`src/rtl/small_bpf.sv`:
```
`timescale 1ns/1ps
// Shift-only second-order state-variable filter: band-pass, band-stop and high-pass outputs.
// Define SMALL_BPF_ROUND_EN to round the integrator taps half-up instead of truncating.
module small_bpf #(
    parameter int K0_SHIFT = 6,
    parameter int K1_SHIFT = 6,
    parameter int WIDTH    = 16,
    parameter int CLAMP    = 1
) (
    input  logic                    clk,
    input  logic                    rst,
    input  logic                    en,
    input  logic signed [WIDTH-1:0] dataIn,
    output logic signed [WIDTH-1:0] bpfOut,
    output logic signed [WIDTH-1:0] bsfOut,
    output logic signed [WIDTH-1:0] hpfOut
);

    localparam int A0W = WIDTH + K0_SHIFT;
    localparam int A1W = WIDTH + K1_SHIFT;
    localparam int EW  = WIDTH + 2;

    localparam logic signed [EW-1:0] W_MAX = EW'((1 << (WIDTH - 1)) - 1);
    localparam logic signed [EW-1:0] W_MIN = ~W_MAX;

`ifdef SMALL_BPF_ROUND_EN
    localparam logic signed [A0W:0] RND0 = (A0W + 1)'(1) << (K0_SHIFT - 1);
    localparam logic signed [A1W:0] RND1 = (A1W + 1)'(1) << (K1_SHIFT - 1);
`else
    localparam logic signed [A0W:0] RND0 = '0;
    localparam logic signed [A1W:0] RND1 = '0;
`endif

    logic signed [A0W-1:0] acc0, acc0_nxt;
    logic signed [A1W-1:0] acc1, acc1_nxt;
    logic signed [A0W:0]   acc0_r, sum0;
    logic signed [A1W:0]   acc1_r, sum1;
    logic signed [EW-1:0]  din_e, bp, lp, hp, bs;
    logic                  unused_lsbs;

    // Taking the bits above the shift amount is the arithmetic right shift.
    assign acc0_r = (A0W + 1)'(acc0) + RND0;
    assign acc1_r = (A1W + 1)'(acc1) + RND1;
    assign bp     = EW'(signed'(acc0_r[A0W:K0_SHIFT]));
    assign lp     = EW'(signed'(acc1_r[A1W:K1_SHIFT]));
    assign unused_lsbs = ^{acc0_r[K0_SHIFT-1:0], acc1_r[K1_SHIFT-1:0]};

    assign din_e = EW'(dataIn);
    assign hp    = din_e - lp - bp;
    assign bs    = din_e - bp;

    assign sum0 = (A0W + 1)'(acc0) + (A0W + 1)'(hp);
    assign sum1 = (A1W + 1)'(acc1) + (A1W + 1)'(bp);

    always_comb begin
        acc0_nxt = sum0[A0W-1:0];
        acc1_nxt = sum1[A1W-1:0];
        if (CLAMP != 0) begin
            if (sum0[A0W] != sum0[A0W-1])
                acc0_nxt = sum0[A0W] ? {1'b1, {(A0W-1){1'b0}}} : {1'b0, {(A0W-1){1'b1}}};
            if (sum1[A1W] != sum1[A1W-1])
                acc1_nxt = sum1[A1W] ? {1'b1, {(A1W-1){1'b0}}} : {1'b0, {(A1W-1){1'b1}}};
        end
    end

    function automatic logic signed [WIDTH-1:0] sat_w(input logic signed [EW-1:0] v);
        if (v > W_MAX)
            return {1'b0, {(WIDTH-1){1'b1}}};
        else if (v < W_MIN)
            return {1'b1, {(WIDTH-1){1'b0}}};
        else
            return v[WIDTH-1:0];
    endfunction

    always_ff @(posedge clk or negedge rst) begin
        if (!rst) begin
            acc0   <= '0;
            acc1   <= '0;
            bpfOut <= '0;
            bsfOut <= '0;
            hpfOut <= '0;
        end else if (en) begin
            acc0   <= acc0_nxt;
            acc1   <= acc1_nxt;
            bpfOut <= sat_w(bp);
            bsfOut <= sat_w(bs);
            hpfOut <= sat_w(hp);
        end
    end

endmodule

```
`config.mk`:
```
export PLATFORM = sky130hd
export DESIGN_NAME = small_bpf
export DESIGN_NICKNAME = d
export VERILOG_FILES = /design/src/rtl/small_bpf.sv
export SDC_FILE = /design/constraint.sdc
export NUM_CORES = 1
export LEC_CHECK = 0
export BUFFER_PORTS_ARGS = -buffer_cell sky130_fd_sc_hd__clkbuf_2
export CORE_ASPECT_RATIO = 1.1
export CORE_MARGIN = 3
export CORE_UTILIZATION = 28
export CTS_CLUSTER_DIAMETER = 200
export CTS_CLUSTER_SIZE = 40
export DETAILED_ROUTE_END_ITERATION = 8
export SYNTH_ARGS = -nofsm -noshare
export SYNTH_HDL_FRONTEND = slang
export SYNTH_SLANG_ARGS = --single-unit
```
`constraint.sdc`:
```
create_clock -name clk -period 4.8 [get_ports clk]
set_input_delay 0.24 -clock clk [delete_from_list [all_inputs] [get_ports clk]]
set_output_delay 0.24 -clock clk [all_outputs]
set_load 0.03 [all_outputs]
```
==> metrics.md <==
| Metric | Value |
|---|---|
| IO Count | `67` |
| Global-route wire length before repair | `37,600 um` |
| CTS clock-pin slew for the worst setup and hold paths | `0.07 ns` |
| Warning count from the yosys run | `0` |
| Capture instance of the worst register-to-register path | `acc0[4]` |
| Maximum fanout count along the critical path | `5` |
| Drt via density | `5.11` |
| Area of the core | `27,400 sq um` |
| Pin count of the biggest net entering global routing | `66` |
| Most common library cell in the layout ignoring fill and taps | `sky130_fd_sc_hd__buf_4` |
| Max Cap Viol | `0` |
| DRC violations left | `0` |
| Share of async-settable or async-resettable flops after synthesis | `1.00` |
| Final ANT Viol Nets | `0` |
| Number of buffers created by CTS | `9` |
| Horizontal die dimension | `166 um` |
| Data required time at the worst endpoint | `5.03 ns` |
| Cells after Synth | `853` |
| Post-synthesis sequential area ratio | `0.292` |
| Total count of max-transition violations in the final report | `0` |
| Launch point of the worst hold path | `dataIn[1]` |
| Violations in the final reports | `negative setup slack` |
| Path class of the lowest-slack min-delay path | `input port to register` |
| Logic depth of the worst register-to-register path | `25` |
| Class of the most critical setup path | `register to register` |
| Final Hold Vio Count | `0` |
| IO Port Bufs | `66` |
| Result of the run | `complete, but fails checks` |
| Leading cell types in the layout, fill and taps excluded | `133 x sky130_fd_sc_hd__buf_4, 92 x sky130_fd_sc_hd__dfrtp_1, 85 x sky130_fd_sc_hd__inv_1` |
| Initial antenna violation count | `0` |
| Achievable Freq | `0.188 GHz` |
| Fin area | `10,100 sq um` |
| Number of register bits inferred by synthesis | `92` |
| Die extent in y | `182 um` |
| Instance count after placement with tap cells included | `1,373` |
| Starting DRT DRC Count | `426` |
| Syn-to-layout area delta | `28.5%` |
| Slew margin rel. | `0.405` |
| Number of flops mapped to enable cells by yosys | `0` |
| Critical Path Sink Type | `register` |
| Total Nets Final | `1,162` |
| Non-filler cells, final | `1,403` |
| Crit path setup slack, layout | `-0.531 ns` |
| Average detailed-routed wire length per instance | `16.7 um` |
| Via Count | `7,171` |
| First-pass iteration count of the detailed router | `5` |
| Max Buffers Root-to-Sink | `2` |
| Clock tree root buffer cell | `sky130_fd_sc_hd__clkbuf_16` |
| Total congestion overflow | `0` |
| Final clock period utilization by the worst path | `1.11` |
| Crit path arrival time | `5.56 ns` |
| Number of fill cells | `2,752` |
| Measured slew at the worst slew-check pin | `0.892 ns` |
| Hold path cells | `3` |
| Global placer's final weighted congestion | `0.877` |
| Setup slack, reg-to-reg | `-0.53 ns` |
| Post-Syn Area | `7890 sq um` |
| Hold Path End | `hpfOut[0]` |
| Unrepaired setup endpoints after global routing | `true` |
| Count of H-tree levels built during CTS | `3` |
| Final setup violation count | `22` |
| Clock latency on the worst-skew pair | `0.35 ns` |
| Standard-cell rows | `63` |
| Starting utilization of the core area | `0.288` |
| Number of global-route vias before repair | `6,938` |
| Post-route clock skew | `0.00626 ns` |
| Element type at the critical path start | `register` |
| Die Area | `30,200 sq um` |
| Area post-placement | `9580 sq um` |
| Most used flip-flop cell after synthesis | `sky130_fd_sc_hd__dfrtp_1` |
| Worst slack at placement | `-0.594 ns` |
| Count of inserted antenna diode cells | `0` |
| Worst path slowest cell | `sky130_fd_sc_hd__fa_1` |
| Yosys cell types | `69` |
| Maximum cell stage delay along the critical path | `0.53 ns` |
| Post-Synthesis Mean Instance Area | `9.25 sq um` |
| Detailed Place HPWL | `18,300 um` |
| Total Neg Setup Slack | `-10.08 ns` |
| Time the worst path needs with I/O delays and setup | `5.33 ns` |
| Clock tree from TritonCTS | `done` |
| RR Startpoint | `acc0[6]` |
| Share of cells above drive strength 1 | `0.276` |
| Total global routing track utilization | `0.153` |
| Net count after synthesis | `974` |
| Clock net sink count | `92` |
| Overall routed net length | `23,400 um` |
| Launching instance or port of the critical path | `acc0[6]` |
==> per-stage QoR <==
stage,hold slack [ns],utilization
4_1_cts,0.334,0.367
3_5_place_dp,0.357,0.350
3_3_place_gp,0.335,0.350
5_1_grt,0.355,0.370
2_1_floorplan,-0.0556,-
6_report,0.336,0.370
==> synthesized netlist by cell type, drive strengths merged (5+ instances only) <==
cell type   n  area [sq um]
dfrtp      92          2300
inv        86           323
ha         83          1040
a21oi      71           355
nor2       52           198
xnor2      42           368
o21ai      39           195
nand2      32           120
o211ai     27           218
a21o       21           158
clkbuf     20          76.3
nand3      20           100
fa         19           380
xor2       18           173
mux2       16           180
o221a      16           180
o221ai     16           140
o22ai      16           100
nand2b     15          93.8
a211oi     13          97.6
nor3       11          66.3
and2       10          62.6
nor2b      10          62.6
o21a       10          75.1
o21bai     10          75.1
buf         8          51.3
o2bb2ai     7          61.3
a31oi       6          43.8
o31ai       5          42.5
==> critical path, delay by kind of cell, from the launching register on <==
family / cells / cell delay [ns]
flip-flops: 1 / 0.36
adder cells (fa/ha/maj): 4 / 1.15
buffers and inverters: 6 / 0.71
AND/OR/NAND/NOR: 3 / 0.34
AO/OA/AOI/OAI: 10 / 2.24
XOR/XNOR: 2 / 0.41
==> cell type report <==
cell class	instances	area, sq um	share of cell area
clock inverter	5	61.3	0.00605
inverter	86	323	0.0319
clock buffer	11	243	0.0240
tap	357	447	0.0441
timing repair buffer	205	1430	0.141
sequential	92	2300	0.227
multi-input combinational	647	5330	0.526
==> layer usage <==
layer | routed length, um | vias to the layer above | global-route usage | part of all wire
met1 | 11000 | 3469 | 0.209 | 0.47
met2 | 11200 | 166 | 0.258 | 0.48
met3 | 930 | 24 | 0.0246 | 0.040
met4 | 332 | 0 | 0.0316 | 0.014
met5 | 0 | - | 0 | 0
li1 | - | 3512 | - | -
==> timing repair <==
| item | 4_1_cts | 5_1_grt |
|---|---|---|
| cloned | 0 | 1 |
| endpoints found under the hold margin | 50 | 0 |
| setup buffers | 9 | 3 |
| gates resized for setup | 17 | 10 |
| endpoints found under the setup margin | 22 | 22 |
| hold buffers | 1 | 0 |
| pin swaps | 20 | 25 |
==> state kept, by name, indices dropped and copies added (netlist names) <==
register	flops
acc0	22
acc1	22
bpfOut	16
bsfOut	16
hpfOut	16
==> cell families (layout without fill, tap and decap cells) <==
logic type | after synthesis | count (layout) | synth area share
AO/OA/AOI/OAI | 293 | 293 | 0.265
adder cells (fa/ha/maj) | 103 | 103 | 0.181
AND/OR/NAND/NOR | 173 | 173 | 0.111
multiplexers | 18 | 18 | 0.0254
XOR/XNOR | 60 | 60 | 0.0685
flip-flops | 92 | 92 | 0.292
buffers and inverters | 114 | 307 | 0.0571
==> worst max-delay path by stage <==
stage	to	slack [ns]	cells past startpoint
2_1_floorplan	acc0[7]	-0.23	25
3_3_place_gp	acc0[6]	-0.47	24
3_5_place_dp	acc0[6]	-0.59	24
4_1_cts	acc0[4]	-0.49	26
5_1_grt	acc0[6]	-0.77	25
6_report	acc0[4]	-0.53	25
Power is not shown: default switching activity piles up to over one toggle a cycle in this logic, so the estimate is an artifact.
